File: src/rtl/serial_add_ctrl.sv
// Bit-serial-by-slice adder controller: one shared carry-skip slice adder
// walks the operands BLOCK_SIZE bits per cycle, with valid/ready on both sides.

module CarrySkipModule #(
  parameter int OPERAND_SIZE = 16,
  parameter int BLOCK_SIZE   = 4
) (
  input  logic [OPERAND_SIZE-1:0] a,
  input  logic [OPERAND_SIZE-1:0] b,
  input  logic                    cin,
  output logic [OPERAND_SIZE-1:0] sum,
  output logic                    cout
);
  localparam int NUM_BLOCKS = OPERAND_SIZE / BLOCK_SIZE;

  // Each block ripples internally; when every bit propagates, the block
  // carry-in bypasses the ripple chain straight to the block carry-out.
  always_comb begin
    logic carry, blk_cin, ripple, prop, prop_all;
    // NOTE: combinational logic uses blocking '=' and gives every variable a
    // default first, so no latch can be inferred.
    sum      = '0;
    carry    = cin;
    blk_cin  = 1'b0;
    ripple   = 1'b0;
    prop     = 1'b0;
    prop_all = 1'b0;
    for (int blk = 0; blk < NUM_BLOCKS; blk++) begin
      blk_cin  = carry;
      ripple   = carry;
      prop_all = 1'b1;
      for (int i = 0; i < BLOCK_SIZE; i++) begin
        prop                       = a[blk*BLOCK_SIZE+i] ^ b[blk*BLOCK_SIZE+i];
        sum[blk*BLOCK_SIZE+i]      = prop ^ ripple;
        ripple                     = (a[blk*BLOCK_SIZE+i] & b[blk*BLOCK_SIZE+i]) | (prop & ripple);
        prop_all                   = prop_all & prop;
      end
      carry = prop_all ? blk_cin : ripple;
    end
    cout = carry;
  end
endmodule

module serial_add_ctrl #(
  parameter int OPERAND_SIZE = 64,
  parameter int BLOCK_SIZE   = 16
) (
  input  logic                    clk,
  input  logic                    rst_n,
  input  logic                    in_valid,
  output logic                    in_ready,
  input  logic [OPERAND_SIZE-1:0] a,
  input  logic [OPERAND_SIZE-1:0] b,
  input  logic                    cin,
  input  logic                    sub,
  output logic                    out_valid,
  input  logic                    out_ready,
  output logic [OPERAND_SIZE-1:0] sum,
  output logic                    cout,
  output logic                    ovf,
  output logic                    busy
);
  // BLOCK_SIZE must divide OPERAND_SIZE.
  localparam int N     = OPERAND_SIZE / BLOCK_SIZE;
  localparam int IDX_W = (N > 1) ? $clog2(N) : 1;
  localparam logic [IDX_W-1:0] LAST_IDX = IDX_W'(N - 1);
  localparam int MSB   = OPERAND_SIZE - 1;

  typedef enum logic [1:0] {IDLE, RUN, DONE} state_t;

  state_t                  state_q, state_d;
  logic [OPERAND_SIZE-1:0] a_reg, b_reg, sum_reg;
  logic                    carry_reg, cout_reg, ovf_reg;
  logic [IDX_W-1:0]        idx;
  logic [BLOCK_SIZE-1:0]   a_slice, b_slice, add_sum;
  logic                    add_cout;
  logic                    accept, last_slice;

  assign accept     = in_valid && in_ready;
  assign last_slice = (idx == LAST_IDX);

  always_comb begin
    a_slice = '0;
    b_slice = '0;
    for (int s = 0; s < N; s++) begin
      if (idx == IDX_W'(s)) begin
        a_slice = a_reg[s*BLOCK_SIZE +: BLOCK_SIZE];
        b_slice = b_reg[s*BLOCK_SIZE +: BLOCK_SIZE];
      end
    end
  end

  CarrySkipModule #(
    .OPERAND_SIZE(BLOCK_SIZE),
    .BLOCK_SIZE  (4)
  ) u_slice_adder (
    .a   (a_slice),
    .b   (b_slice),
    .cin (carry_reg),
    .sum (add_sum),
    .cout(add_cout)
  );

  // NOTE: sequential state uses non-blocking '<=' so every register samples
  // pre-edge values and updates together.
  always_ff @(posedge clk or negedge rst_n) begin
    if (!rst_n) state_q <= IDLE;
    else        state_q <= state_d;
  end

  always_comb begin
    state_d   = state_q;
    in_ready  = 1'b0;
    out_valid = 1'b0;
    busy      = 1'b1;
    unique case (state_q)
      IDLE: begin
        in_ready = 1'b1;
        busy     = 1'b0;
        if (in_valid) state_d = RUN;
      end
      RUN:  if (last_slice) state_d = DONE;
      DONE: begin
        out_valid = 1'b1;
        if (out_ready) state_d = IDLE;
      end
      default: state_d = IDLE;
    endcase
  end

  // NOTE: operand registers are cleared on reset as well; it costs little and
  // keeps an aborted operation from leaving anything observable behind.
  always_ff @(posedge clk or negedge rst_n) begin
    if (!rst_n) begin
      a_reg     <= '0;
      b_reg     <= '0;
      carry_reg <= 1'b0;
      idx       <= '0;
      sum_reg   <= '0;
      cout_reg  <= 1'b0;
      ovf_reg   <= 1'b0;
    end else begin
      unique case (state_q)
        IDLE: if (accept) begin
          a_reg     <= a;
          b_reg     <= sub ? ~b : b;
          carry_reg <= cin ^ sub;
          idx       <= '0;
        end
        RUN: begin
          for (int s = 0; s < N; s++) begin
            if (idx == IDX_W'(s)) sum_reg[s*BLOCK_SIZE +: BLOCK_SIZE] <= add_sum;
          end
          carry_reg <= add_cout;
          idx       <= last_slice ? '0 : idx + 1'b1;
          if (last_slice) begin
            cout_reg <= add_cout;
            ovf_reg  <= (a_reg[MSB] == b_reg[MSB]) && (add_sum[BLOCK_SIZE-1] != a_reg[MSB]);
          end
        end
        default: ;
      endcase
    end
  end

  assign sum  = sum_reg;
  assign cout = cout_reg;
  assign ovf  = ovf_reg;
endmodule
File: config.mk
export PLATFORM = sky130hd
export DESIGN_NAME = serial_add_ctrl
export DESIGN_NICKNAME = d
export VERILOG_FILES = /design/src/rtl/serial_add_ctrl.sv
export SDC_FILE = /design/constraint.sdc
export NUM_CORES = 1
export LEC_CHECK = 0
export ABC_CLOCK_PERIOD_IN_PS = 22700
export BUFFER_PORTS_ARGS = -buffer_cell sky130_fd_sc_hd__buf_2
export CAP_MARGIN = 40
export CORE_MARGIN = 1.5
export CORE_UTILIZATION = 60
export DETAILED_ROUTE_END_ITERATION = 6
export PLACE_DENSITY_LB_ADDON = 0.08
export SYNTH_ARGS = -nofsm -noshare
export SYNTH_HDL_FRONTEND = slang
export SYNTH_HIERARCHICAL = 1
export SYNTH_SLANG_ARGS = --single-unit
File: constraint.sdc
create_clock -name clk -period 22.7 [get_ports clk]
set_clock_uncertainty 0.05 [all_clocks]
set_input_delay 6.81 -clock clk [delete_from_list [all_inputs] [get_ports clk]]
set_output_delay 6.81 -clock clk [all_outputs]
set_load 0.03 [all_outputs]
; After elaboration in Yosys (flattened, before gate mapping)
; Index checks and enable logic that the tools add are counted.
[op_classes]
n_mux = 25
eq_ne = 11
addsub = 1
reduce_logical = 12
bitwise = 94
[op_table]
columns = op, n
row1 = $mux W16, 8
row2 = $mux W64, 1
row3 = $not A64 Y64, 1
row4 = $and A1 B1 Y1, 44
row5 = $xor A1 B1 Y1, 33
row6 = $or A1 B1 Y1, 16
row7 = $reduce_and A2 Y1, 6
row8 = $mux W2, 5
row9 = $mux W1, 8
row10 = $ne A2 B2 Y1 const B, 4
row11 = $eq A2 B2 Y1 const B, 3
row12 = $pmux W2 S3, 1
row13 = $eq A2 B1 Y1 const B, 2
row14 = $logic_not A2 Y1, 2
row15 = $pmux W2 S2, 1
row16 = $reduce_and A3 Y1, 1
row17 = $add A2 B1 Y2 const B, 1
row18 = $logic_and A1 B1 Y1, 2
row19 = $pmux W1 S2, 1
row20 = $reduce_bool A2 Y1, 1
row21 = $eq A1 B1 Y1, 1
row22 = $ne A1 B1 Y1, 1
[totals]
register_bits = 199
inputBits = 134
wordCells = 154

; Logic depth before layout (Yosys ltp)
; Gate-level depths: netlist (run 1).
[depth]
ltp_word = 43
mapped_depth = 35
depth_no_buf = 33

; Cells and area by module
; Netlist (run 1), hierarchy kept.
[modules_own_cells]
columns = module, seq_area_each_um2, area_per_inst_um2, instances, cells_per_inst
row1 = serial_add_ctrl, 4979.8, 9253.9, 1, 740
row2 = CarrySkipModule, 0.0, 643.1, 1, 55

; Least setup slack after synthesis (run 1)
; OpenSTA, ideal clock, no wires.
[synth_timing]
path_kind = flip-flop to flip-flop
from = register idx[1]
to = register ovf_reg, in the netlist ovf
synth_period_minus_slack_ns = 8.708
slack_ns = 13.992
stages_incl_launch_ff = 36
required_time_ns = 22.510
path_buffers = 2
t_arrival_ns = 8.518
cell_sequence = dfrtp_1 inv_1 ha_1 clkbuf_1 nor2b_1 buf_2 a221oi_1 o31ai_1 inv_1 fa_1 inv_1 fa_1 fa_1 fa_1 mux2_4 fa_1 fa_1 fa_1 fa_1 a41oi_1 nor2_1 fa_1 fa_1 fa_1 fa_1 nand2_1 nand2_1 fa_1 fa_1 fa_1 inv_1 fa_1 inv_1 and3b_1 a21oi_1 o21ai_0
[synth_via]
elab_chain_cells = 42
elab_cells_between_ends = 89
classes_between = 4 x eq/ne / 11 x mux / 71 x bitwise / 3 x reduce/logical
[synth_rtl]
columns = element, line_no
row1 = "start, declared", 74  ; logic [IDX_W-1:0] idx;
row2 = "start signal, assigned", 155  ; idx <= last_slice ? '0 : idx + 1'b1;
row3 = $logic_not A2 Y1, 86  ; if (idx == IDX_W'(s)) begin
row4 = $mux W16 (3 in series), 86
row5 = $mux W16 (*), 86
row6 = via a_slice[0], 75  ; logic [BLOCK_SIZE-1:0] a_slice, b_slice, add_sum;
row7 = $xor A1 B1 Y1, 33  ; prop = a[blk*BLOCK_SIZE+i] ^ b[blk*BLOCK_SIZE+i];
row8 = $and A1 B1 Y1, 35  ; ripple = (a[blk*BLOCK_SIZE+i] & b[blk*BLOCK_SIZE+i]) | (prop & ripple);
row9 = $or A1 B1 Y1, 35
row10 = $and A1 B1 Y1, 35
row11 = (+26 left out), n/a
row12 = $and A1 B1 Y1 (*), 35
row13 = $or A1 B1 Y1 (*), 35
row14 = $and A1 B1 Y1 (*), 35
row15 = $or A1 B1 Y1 (*), 35
row16 = $xor A1 B1 Y1 (*), 34  ; sum[blk*BLOCK_SIZE+i] = prop ^ ripple;
row17 = via add_sum[15], 75
row18 = $ne A1 B1 Y1 (*), 158  ; ovf_reg <= (a_reg[MSB] == b_reg[MSB]) && (add_sum[BLOCK_SIZE-1] != a_reg[MSB]);
row19 = $logic_and A1 B1 Y1 (*), 158
row20 = "end signal, assigned", 158
row21 = "end, declared", 73  ; logic carry_reg, cout_reg, ovf_reg;
; Mark *: on every way through the listed nets, which the timed path passes. The rest lies on a longest branch.
; A chain may end at the register's enable or synchronous reset.

; Final worst setup path (run 1)
[layout_timing]
from = register idx[0]
to = register ovf_reg, in the netlist ovf
; Same word-level chain as after synthesis.

==> impl_metrics.ini, run 1 <==
[outcome]
status = finished clean

[grt]
grt_first_pass_wirelength_mm = 36.5
antenna_found_initial = 0
grt_start_max_net_pins = 102
grt_util_met2_pct = 42.7
met1_usage_pct = 36.9
top_usage_layer = met2
grt_overflow_total = 0
met3_usage_pct = 5.83
grt_pass1_vias = 6865
grt_usage_pct = 27.1

[detailed_routing]
drtPass1Iterations = 5
ant_nets = 0
dr.first_iter.drc_count = 435
wl_per_cell_um = 18.8
vias_per_cell = 5.48
post-route-drc-count = 0
vias = 6576
totalWireLength_mm = 22.6

[worst_hold_path]
hp-class = reg -> reg

[clocking]
clk_latency_ns = 0.43
cts_sinks = 199
htree_levels = 4
cts.clk_slew.worst_paths_ns = 0.07
post_cts_buffers = 0
ctsRootBufferMaster = clkbuf_16
numCtsBuffers = 17
max-clock-path-buffers = 2
cts-resized-gates = 0
cts_hold_buf = 0
cts_tree = done

[layout]
n_fill_cell = 1155
num_antenna_cells = 0
drive_above_1_share_pct = 38.8
final_nets = 1142
syn_to_final_growth_pct = 17.1

[job]
drv_cap = 0

[timing]
rsz0062_at_grt = no
setup_violations = 0
maxSlewHeadroom_pct = 41.6
fin_crit_sh_pct = 42.8
period_minus_slack_ns = 9.72
timing.final.ws_setup_ns = 12.98
worst_pin_slew_ns = 0.874
slew_violations = 0
hold_viol = 0
setup-tns-final_ns = 0
clock.fmax_ghz = 0.103

[worst_setup_path]
path_class = reg -> reg
slowest_delay_ns = 0.42
start_kind = flip-flop
crit_path_frequent_cell = fa_1
cp_slowest_cell = dfrtp_1
cp_max_fo = 22
worst_setup_path_end_kind = flip-flop
required_ns = 22.96
crit_arrival_ns = 9.98

[yosys]
synth_top_area_share_pct = 50.3
syn_inst = 795
synth-xor-area-share_pct = 5.75
synth-seq-area-share_pct = 50.3
syn-mean-instance-area_um2 = 12.4
ys_top_cells_by_area = dfrtp_1, mux2_4, mux2_2
yosysWarningCount = 6
async_reset_ff_share_pct = 100
synth-compound-area-share_pct = 9.30
synthMuxAreaShare_pct = 17.3
synth-adder-area-share_pct = 5.76
synthSimpleGateAreaFrac_pct = 7.07
synth_top_family_by_area = multiplexers
synth_edf_count = 0
synthFlopType = dfrtp_1
yosysUniqueCellTypes = 36
synth_nets = 965
synth_area_mm2 = 0.00990
yosys_register_bits = 199
synth_area_leader_cell = dfrtp_1

[power]
ir_drop_v = 0.0000913
power_leakage_nw = 5.55
power.density_mw_per_mm2 = 185

[place]
gp_congestion = 0.816
dp_hpwl_mm = 16.1
pre_cts_slack_ns = 13.11
io_buffers = 202

[die]
start_util_pct = 61.9
rows = 46
die_area_mm2 = 0.0173
die_x_um = 131
die-height_um = 131
core_mm2 = 0.0160
ioPinCount = 203
layer usage:
metal	vias up	share of wire (%)
li1	3090	-
met1	3219	44
met2	227	47
met3	40	5.5
met4	0	2.9
met5	-	0
cell usage in the layout, fill, tap and decap left out, types with 16 or more instances in the layout:
cell       netlist  layout
buf_2           10     200
o21ai_0         68      68
nor2b_1         32      31
clkbuf_16        0      17
xnor2_1         65      65
mux2_2          65      65
fa_1            16      16
o31ai_1         33      33
nand2_1        104     104
mux2_4          65      65
a221oi_1        31      31
dfrtp_1        199     199
ha_1            20      18
worst paths after layout:
kind	cells after the start	slack [ns]	endpoint	from
setup / recovery	34	12.98	ovf	idx[0]
hold / removal	2	0.43	b_reg[33]	b_reg[33]
setup reg to reg	34	12.98	ovf	idx[0]
hold reg to reg	2	0.43	b_reg[33]	b_reg[33]
max in group asynchronous	3	14.70	sum[0]	rst_n
min in group asynchronous	1	6.27	a_reg[26]	rst_n
cells in the mapped netlist (2+ instances only):
master,number
nand2_1,104
nand3_1,2
inv_1,14
buf_4,3
a221oi_1,31
clkbuf_1,29
dfrtp_1,199
nand4_1,4
ha_1,20
buf_2,10
buf_6,5
nor2b_1,32
o21ai_0,68
fa_1,16
nor2_1,4
mux2_4,65
buf_12,7
o31ai_1,33
xnor2_1,65
mux2_2,65
a21oi_1,4
critical path: cells and delay by family, from the launching register on:
family | cells | cell delay, ns
buffers and inverters | 6 | 0.77
flip-flops | 1 | 0.42
AO/OA/AOI/OAI | 5 | 0.98
adder cells (fa/ha/maj) | 17 | 6.37
multiplexers | 1 | 0.30
AND/OR/NAND/NOR | 5 | 0.69
area by class of cell:
| cell class | instances | area [um^2] | area share [%] |
|---|---|---|---|
| multi-input combinational | 526 | 4480 | 38.6 |
| inverter | 14 | 52.6 | 0.453 |
| timing repair buffer | 214 | 1190 | 10.3 |
| clock inverter | 13 | 165 | 1.42 |
| tap | 216 | 270 | 2.33 |
| sequential | 199 | 4980 | 43.0 |
| clock buffer | 19 | 453 | 3.91 |
per-stage QoR:
step | cells | cell area [um^2] | hold WS, ns | util [%] | power, mW
2_1_floorplan | 795 | 9900 | 0.399 | - | 1.48
3_3_place_gp | 1164 | 10900 | 0.411 | 67.8 | 1.75
3_5_place_dp | 1169 | 11000 | 0.421 | 68.6 | 1.83
4_1_cts | 1201 | 11600 | 0.436 | 72.4 | 2.15
5_1_grt | 1201 | 11600 | 0.453 | 72.4 | 2.29
6_report | 1201 | 11600 | 0.431 | 72.4 | 2.14
cells by family after synthesis:
group,Yosys count
compound gates,141
fa+ha+maj,36
xor+xnor,65
simple gates,154
mux,130
buf+inv,70
flops,199
power breakdown:
group          switching (mW)  internal, mW  total [mW]
logic                   0.682         0.501        1.18
registers               0.106         0.539       0.646
clock network           0.134         0.181       0.315
total                   0.923          1.22        2.14
Power figures use the tool's default switching activity.
==> run 2, diff against run 1 <==
--- a/config.mk
+++ b/config.mk
@@ -5,11 +5,11 @@
 export SDC_FILE = /design/constraint.sdc
 export NUM_CORES = 1
 export LEC_CHECK = 0
-export ABC_CLOCK_PERIOD_IN_PS = 22700
+export ABC_CLOCK_PERIOD_IN_PS = 9000
 export BUFFER_PORTS_ARGS = -buffer_cell sky130_fd_sc_hd__buf_2
 export CAP_MARGIN = 40
 export CORE_MARGIN = 1.5
-export CORE_UTILIZATION = 60
+export CORE_UTILIZATION = 55
 export DETAILED_ROUTE_END_ITERATION = 6
 export PLACE_DENSITY_LB_ADDON = 0.08
 export SYNTH_ARGS = -nofsm -noshare
==> constraint.sdc (replaced) <==
create_clock -name clk -period 9 [get_ports clk]
set_clock_uncertainty 0.05 [all_clocks]
set_input_delay 2.7 -clock clk [delete_from_list [all_inputs] [get_ports clk]]
set_output_delay 2.7 -clock clk [all_outputs]
set_load 0.03 [all_outputs]
==> run 2 against run 1 <==
First-iteration DRC count down 19%; register-to-register slack worse by 13 ns; clock power up 140%; die area up 8.9%; core utilization down 5.1 points; largest power group unchanged; highest routed layer unchanged.
==> impl_metrics.ini, run 2 (synthesized netlist as in run 1, its figures left out) <==
[worst_setup_path]
crit_path_frequent_cell = fa_1
crit_arrival_ns = 8.87
cp_slowest_cell = dfrtp_2
cp_max_fo = 5
start_kind = flip-flop
path_class = reg -> reg
required_ns = 9.26
slowest_delay_ns = 0.42
worst_setup_path_end_kind = flip-flop

[place]
placed_area_mm2 = 0.0111
gp_congestion = 0.838
io_buffers = 202
dp_hpwl_mm = 17.6

[detailed_routing]
dr.first_iter.drc_count = 354
ant_nets = 0
drtPass1Iterations = 5
wl_per_cell_um = 19.1
vias_per_cell = 5.48
totalWireLength_mm = 23.4
post-route-drc-count = 0
vias = 6707

[die]
rows = 48
ioPinCount = 203
start_util_pct = 56.8
die-height_um = 137
core_mm2 = 0.0174
die_area_mm2 = 0.0188
die_x_um = 137

[grt]
grt_first_pass_wirelength_mm = 37.0
grt_start_max_net_pins = 115
antenna_found_initial = 0
grt_overflow_total = 0
grt_usage_pct = 26.0
grt_pass1_vias = 6935

[worst_hold_path]
hp-class = reg -> reg

[power]
ir_drop_v = 0.000291
combPwrFrac_pct = 55.8
switching_share_pct = 42.8
p_seq_share_pct = 30.2
power.density_mw_per_mm2 = 467
p_int_mw = 3.14
power_leakage_nw = 5.60
power.switching_mw = 2.35
pwr-share-clk_pct = 14.0

[timing]
fin_crit_sh_pct = 95.6
slew_violations = 0
hold_viol = 0
worst_pin_slew_ns = 0.923
setup_violations = 0
setup-tns-final_ns = 0
clock.fmax_ghz = 0.116
rsz0062_at_grt = no
period_minus_slack_ns = 8.61
maxSlewHeadroom_pct = 38.5

[clocking]
cts.clk_slew.worst_paths_ns = 0.07
cts_hold_buf = 0
htree_levels = 4
cts_sinks = 199
max-clock-path-buffers = 2
ctsRootBufferMaster = clkbuf_16
numCtsBuffers = 17
cts_tree = done
clk_latency_ns = 0.43

[layout]
final_nets = 1155
drive_above_1_share_pct = 40.8
syn_to_final_growth_pct = 18.6
layout_commonest_cell = buf_2
n_fill_cell = 1334
num_antenna_cells = 0
final_cell_mix = buf_2, dfrtp_1, nand2_1
final_area_mm2 = 0.0117

[job]
drv_cap = 0

[outcome]
status = finished clean
## run 2: cell count changes in the layout (fill, tap and decap cells not counted), sizes merged
cell      change
buf          +13
bufinv        -1
clkbuf        +1
clkinv        -1
clkinvlp      +1
## run 2: metrics by stage
stage / hold WS [ns] / instances / utilization (%) / worst slack (ns) / power (mW)
finish: 0.434 / 1223 / 67.4 / 0.393 / 5.48
global route: 0.461 / 1223 / 67.4 / 0.00348 / 5.87
CTS: 0.439 / 1220 / 66.9 / 0.0513 / 5.44
detailed placement: 0.423 / 1188 / 63.5 / 0.0728 / 4.66
global placement: 0.413 / 1182 / 62.8 / 0.252 / 4.50
floorplan: 0.399 / 795 / - / 0.292 / 3.74
## run 2: critical path: cells and delay by family, from the launching register on
| kind | cells | cell delay (ns) |
|---|---|---|
| buffers and inverters | 5 | 0.38 |
| multiplexers | 1 | 0.29 |
| adder cells (fa/ha/maj) | 17 | 5.98 |
| AO/OA/AOI/OAI | 5 | 0.76 |
| flip-flops | 1 | 0.42 |
| AND/OR/NAND/NOR | 5 | 0.59 |
## run 2: cell type report
cell class / instances / area (um^2) / area share, %
Tap cell: 225 / 282 / 2.40
Multi-Input combinational cell: 526 / 4540 / 38.7
Clock inverter: 12 / 139 / 1.18
Timing Repair Buffer: 227 / 1290 / 11.0
Sequential cell: 199 / 4980 / 42.4
Clock buffer: 20 / 457 / 3.89
Inverter: 14 / 52.6 / 0.448
## run 2: path summary, 6_finish.rpt
| path | end | slack, ns | cells after the start | start |
|---|---|---|---|---|
| min in group asynchronous | a_reg[26] | 2.32 | 1 | rst_n |
| worst min-delay path | b_reg[10] | 0.43 | 2 | b_reg[10] |
| worst min register to register | b_reg[10] | 0.43 | 2 | b_reg[10] |
| max in group asynchronous | b_reg[39] | 5.28 | 3 | rst_n |
| worst max register to register | ovf | 0.39 | 33 | idx[0] |
| worst max-delay path | ovf | 0.39 | 33 | idx[0] |
## run 2: metal layers
metal	track usage [%]	share of wire, %
met1	35.2	43
met2	42.4	49
met3	4.67	5.6
met4	9.24	2.0
met5	0	0
## run 2: power by group through the flow
stage          combinational [mW]  sequential (mW)  clock (mW)
2_1_floorplan                1.88             1.86           0
3_3_place_gp                 2.86             1.64           0
3_5_place_dp                 3.00             1.66           0
4_1_cts                      3.01             1.65       0.778
5_1_grt                      3.35             1.70       0.816
6_report                     3.06             1.65       0.769
## run 2: what timing repair did
action                     4_1_cts  5_1_grt
setup buffers                    0        3
setup endpoints to repair        0        7
resized for setup                0       14
==> run 3, diff against run 2 <==
--- a/config.mk
+++ b/config.mk
@@ -5,6 +5,7 @@
 export SDC_FILE = /design/constraint.sdc
 export NUM_CORES = 1
 export LEC_CHECK = 0
+export ABC_AREA = 1
 export ABC_CLOCK_PERIOD_IN_PS = 9000
 export BUFFER_PORTS_ARGS = -buffer_cell sky130_fd_sc_hd__buf_2
 export CAP_MARGIN = 40
==> run 3 against run 2 <==
First-iteration DRC count is 59% higher; synthesized cell count is 53% higher; global-route usage is 1.2 points higher; sequential share of layout area is 0.35 points lower; critical path depth is 1 higher; fmax is 0.34% higher; die area is 0.12% higher; non-clock buffer count stayed put; largest power group unchanged; hold slack worse by 0.011 ns; clock power is 2% lower; clock-buffer cell count stayed put.
==> impl_metrics.ini, run 3 <==
[clocking]
cts_sinks = 199
cts_tree = done
max-clock-path-buffers = 2
htree_levels = 4
ctsRootBufferMaster = clkbuf_16
cts.clk_slew.worst_paths_ns = 0.07
cts_hold_buf = 0
numCtsBuffers = 17
clk_latency_ns = 0.43

[worst_setup_path]
worst_setup_path_end_kind = flip-flop
cp_slowest_cell = dfrtp_2
reg2reg_depth = 34
crit_start = idx[0]
reg2reg_to = ovf
reg2reg_slack_ns = 0.42
crit_path_frequent_cell = fa_1
path_class = reg -> reg
crit_arrival_ns = 8.86
required_ns = 9.28
start_kind = flip-flop
r2r_start = idx[0]
cp_max_fo = 22
slowest_delay_ns = 0.47

[layout]
drive_above_1_share_pct = 20.4
final_cell_mix = nand2_1, buf_2, dfrtp_1
n_fill_cell = 1481
num_antenna_cells = 0
syn_to_final_growth_pct = 19.4
layout_commonest_cell = nand2_1
final_nets = 1561

[detailed_routing]
vias_per_cell = 5.04
wl_per_cell_um = 14.8
dr.first_iter.drc_count = 562
vias = 8216
post-route-drc-count = 0
ant_nets = 0
drtPass1Iterations = 7
totalWireLength_mm = 24.1

[timing]
setup_violations = 0
setup-tns-final_ns = 0
hold_viol = 0
worst_pin_slew_ns = 0.654
maxSlewHeadroom_pct = 56.0
hold_ws_ns = 0.423
rsz0062_at_grt = no
fin_crit_sh_pct = 95.3
clock.fmax_ghz = 0.117
slew_violations = 0
period_minus_slack_ns = 8.58

[yosys]
synth-seq-area-share_pct = 50.3
synth-xor-area-share_pct = 5.66
ys_top_cells_by_area = dfrtp_1, nand2_1, xor2_1
synth-adder-area-share_pct = 5.76
yosys_register_bits = 199
syn-mean-instance-area_um2 = 8.14
synthMuxAreaShare_pct = 0
synthFlopType = dfrtp_1
synth-compound-area-share_pct = 7.61
synth_most_common_cell = nand2_1
synth_top_family_by_area = simple AND/OR/NAND/NOR gates
synthSimpleGateAreaFrac_pct = 24.7
synth_area_mm2 = 0.00991
yosysWarningCount = 6
yosysUniqueCellTypes = 27
syn_inst = 1217
synth_area_leader_cell = dfrtp_1
synth_commonest_cells = nand2_1, dfrtp_1, o21ai_0
synth_edf_count = 0
synth_nets = 1387
async_reset_ff_share_pct = 100
synth_top_area_share_pct = 50.3

[grt]
grt_first_pass_wirelength_mm = 39.3
grt_start_max_net_pins = 93
antenna_found_initial = 0
grt_pass1_vias = 7825
grt_overflow_total = 0
grt_usage_pct = 27.2

[place]
io_buffers = 202
gp_congestion = 0.900
dp_hpwl_mm = 17.7

[job]
drv_cap = 0

[die]
rows = 48
die_x_um = 137
core_mm2 = 0.0175
die_area_mm2 = 0.0188
ioPinCount = 203
start_util_pct = 56.7
die-height_um = 137

[power]
p_seq_share_pct = 31.3
combPwrFrac_pct = 53.9
pwr-share-clk_pct = 14.8
ir_drop_v = 0.000266
power.density_mw_per_mm2 = 427
switching_share_pct = 48.7
power_leakage_nw = 6.56
power.switching_mw = 2.46
power_mw = 5.06
p_int_mw = 2.59

[worst_hold_path]
hp-class = reg -> reg
min_from = a_reg[0]
hold_end = a_reg[0]
holdPathStages = 2

[outcome]
status = finished clean
[run 3: worst max-delay path by stage]
stage                     cells past startpoint   to
after floorplan                              40  ovf
after global placement                       38  ovf
after detailed placement                     38  ovf
after CTS                                    38  ovf
after global routing                         38  ovf
final                                        34  ovf
[run 3: power groups by stage]
stage	Sequential, mW	Combinational, mW	Clock, mW
final	1.58	2.73	0.751
after global placement	1.58	2.57	0
after detailed placement	1.58	2.68	0
after floorplan	1.77	1.58	0
after global routing	1.62	3.10	0.797
after CTS	1.57	2.70	0.762
[run 3: kinds of logic after synthesis]
| family | after synthesis |
|---|---|
| adders and majority gates | 36 |
| and+or+nand+nor | 628 |
| DFF | 199 |
| buffers and inverters | 141 |
| xor gates and xnor gates | 64 |
| AOI/OAI and AO/OA | 149 |
[run 3: critical path: cells and delay by family (launching register included)]
family	cells	cell delay [ns]
compound gates	3	0.39
fa+ha+maj	16	5.88
flops	1	0.47
buf+inv	5	0.63
simple gates	10	1.06
[run 3: cell type report]
| type | count | area [um^2] | share of cell area (%) |
|---|---|---|---|
| inverter | 69 | 259 | 2.19 |
| timing repair buffer | 227 | 1330 | 11.2 |
| clock inverter | 12 | 135 | 1.14 |
| tap | 225 | 282 | 2.38 |
| multi-input combinational | 877 | 4410 | 37.2 |
| sequential | 199 | 4980 | 42.1 |
| clock buffer | 20 | 447 | 3.77 |
[run 3: through the flow]
| stage | cell area, um^2 | std cells | util (%) | setup slack [ns] |
|---|---|---|---|---|
| 2_1_floorplan | 9910 | 1217 | - | 0.328 |
| 3_3_place_gp | 11000 | 1589 | 63.0 | 0.216 |
| 3_5_place_dp | 11200 | 1596 | 64.0 | 0.0443 |
| 4_1_cts | 11800 | 1628 | 67.3 | 0.0640 |
| 5_1_grt | 11800 | 1629 | 67.7 | 0.0480 |
| 6_report | 11800 | 1629 | 67.7 | 0.421 |
[run 3: layer usage]
metal	track usage (%)	routed length (um)	up-vias
li1	-	-	4096
met1	39.0	11300	3822
met5	0	0	-
met2	42.2	10900	261
met3	4.45	1360	37
met4	9.65	622	0
[run 3: timing repair]
action / CTS / global route
endpoints found under the setup margin: 1 / 7
setup buffers: 0 / 1
endpoints found under the hold margin: 0 / 0
resized for setup: 1 / 15
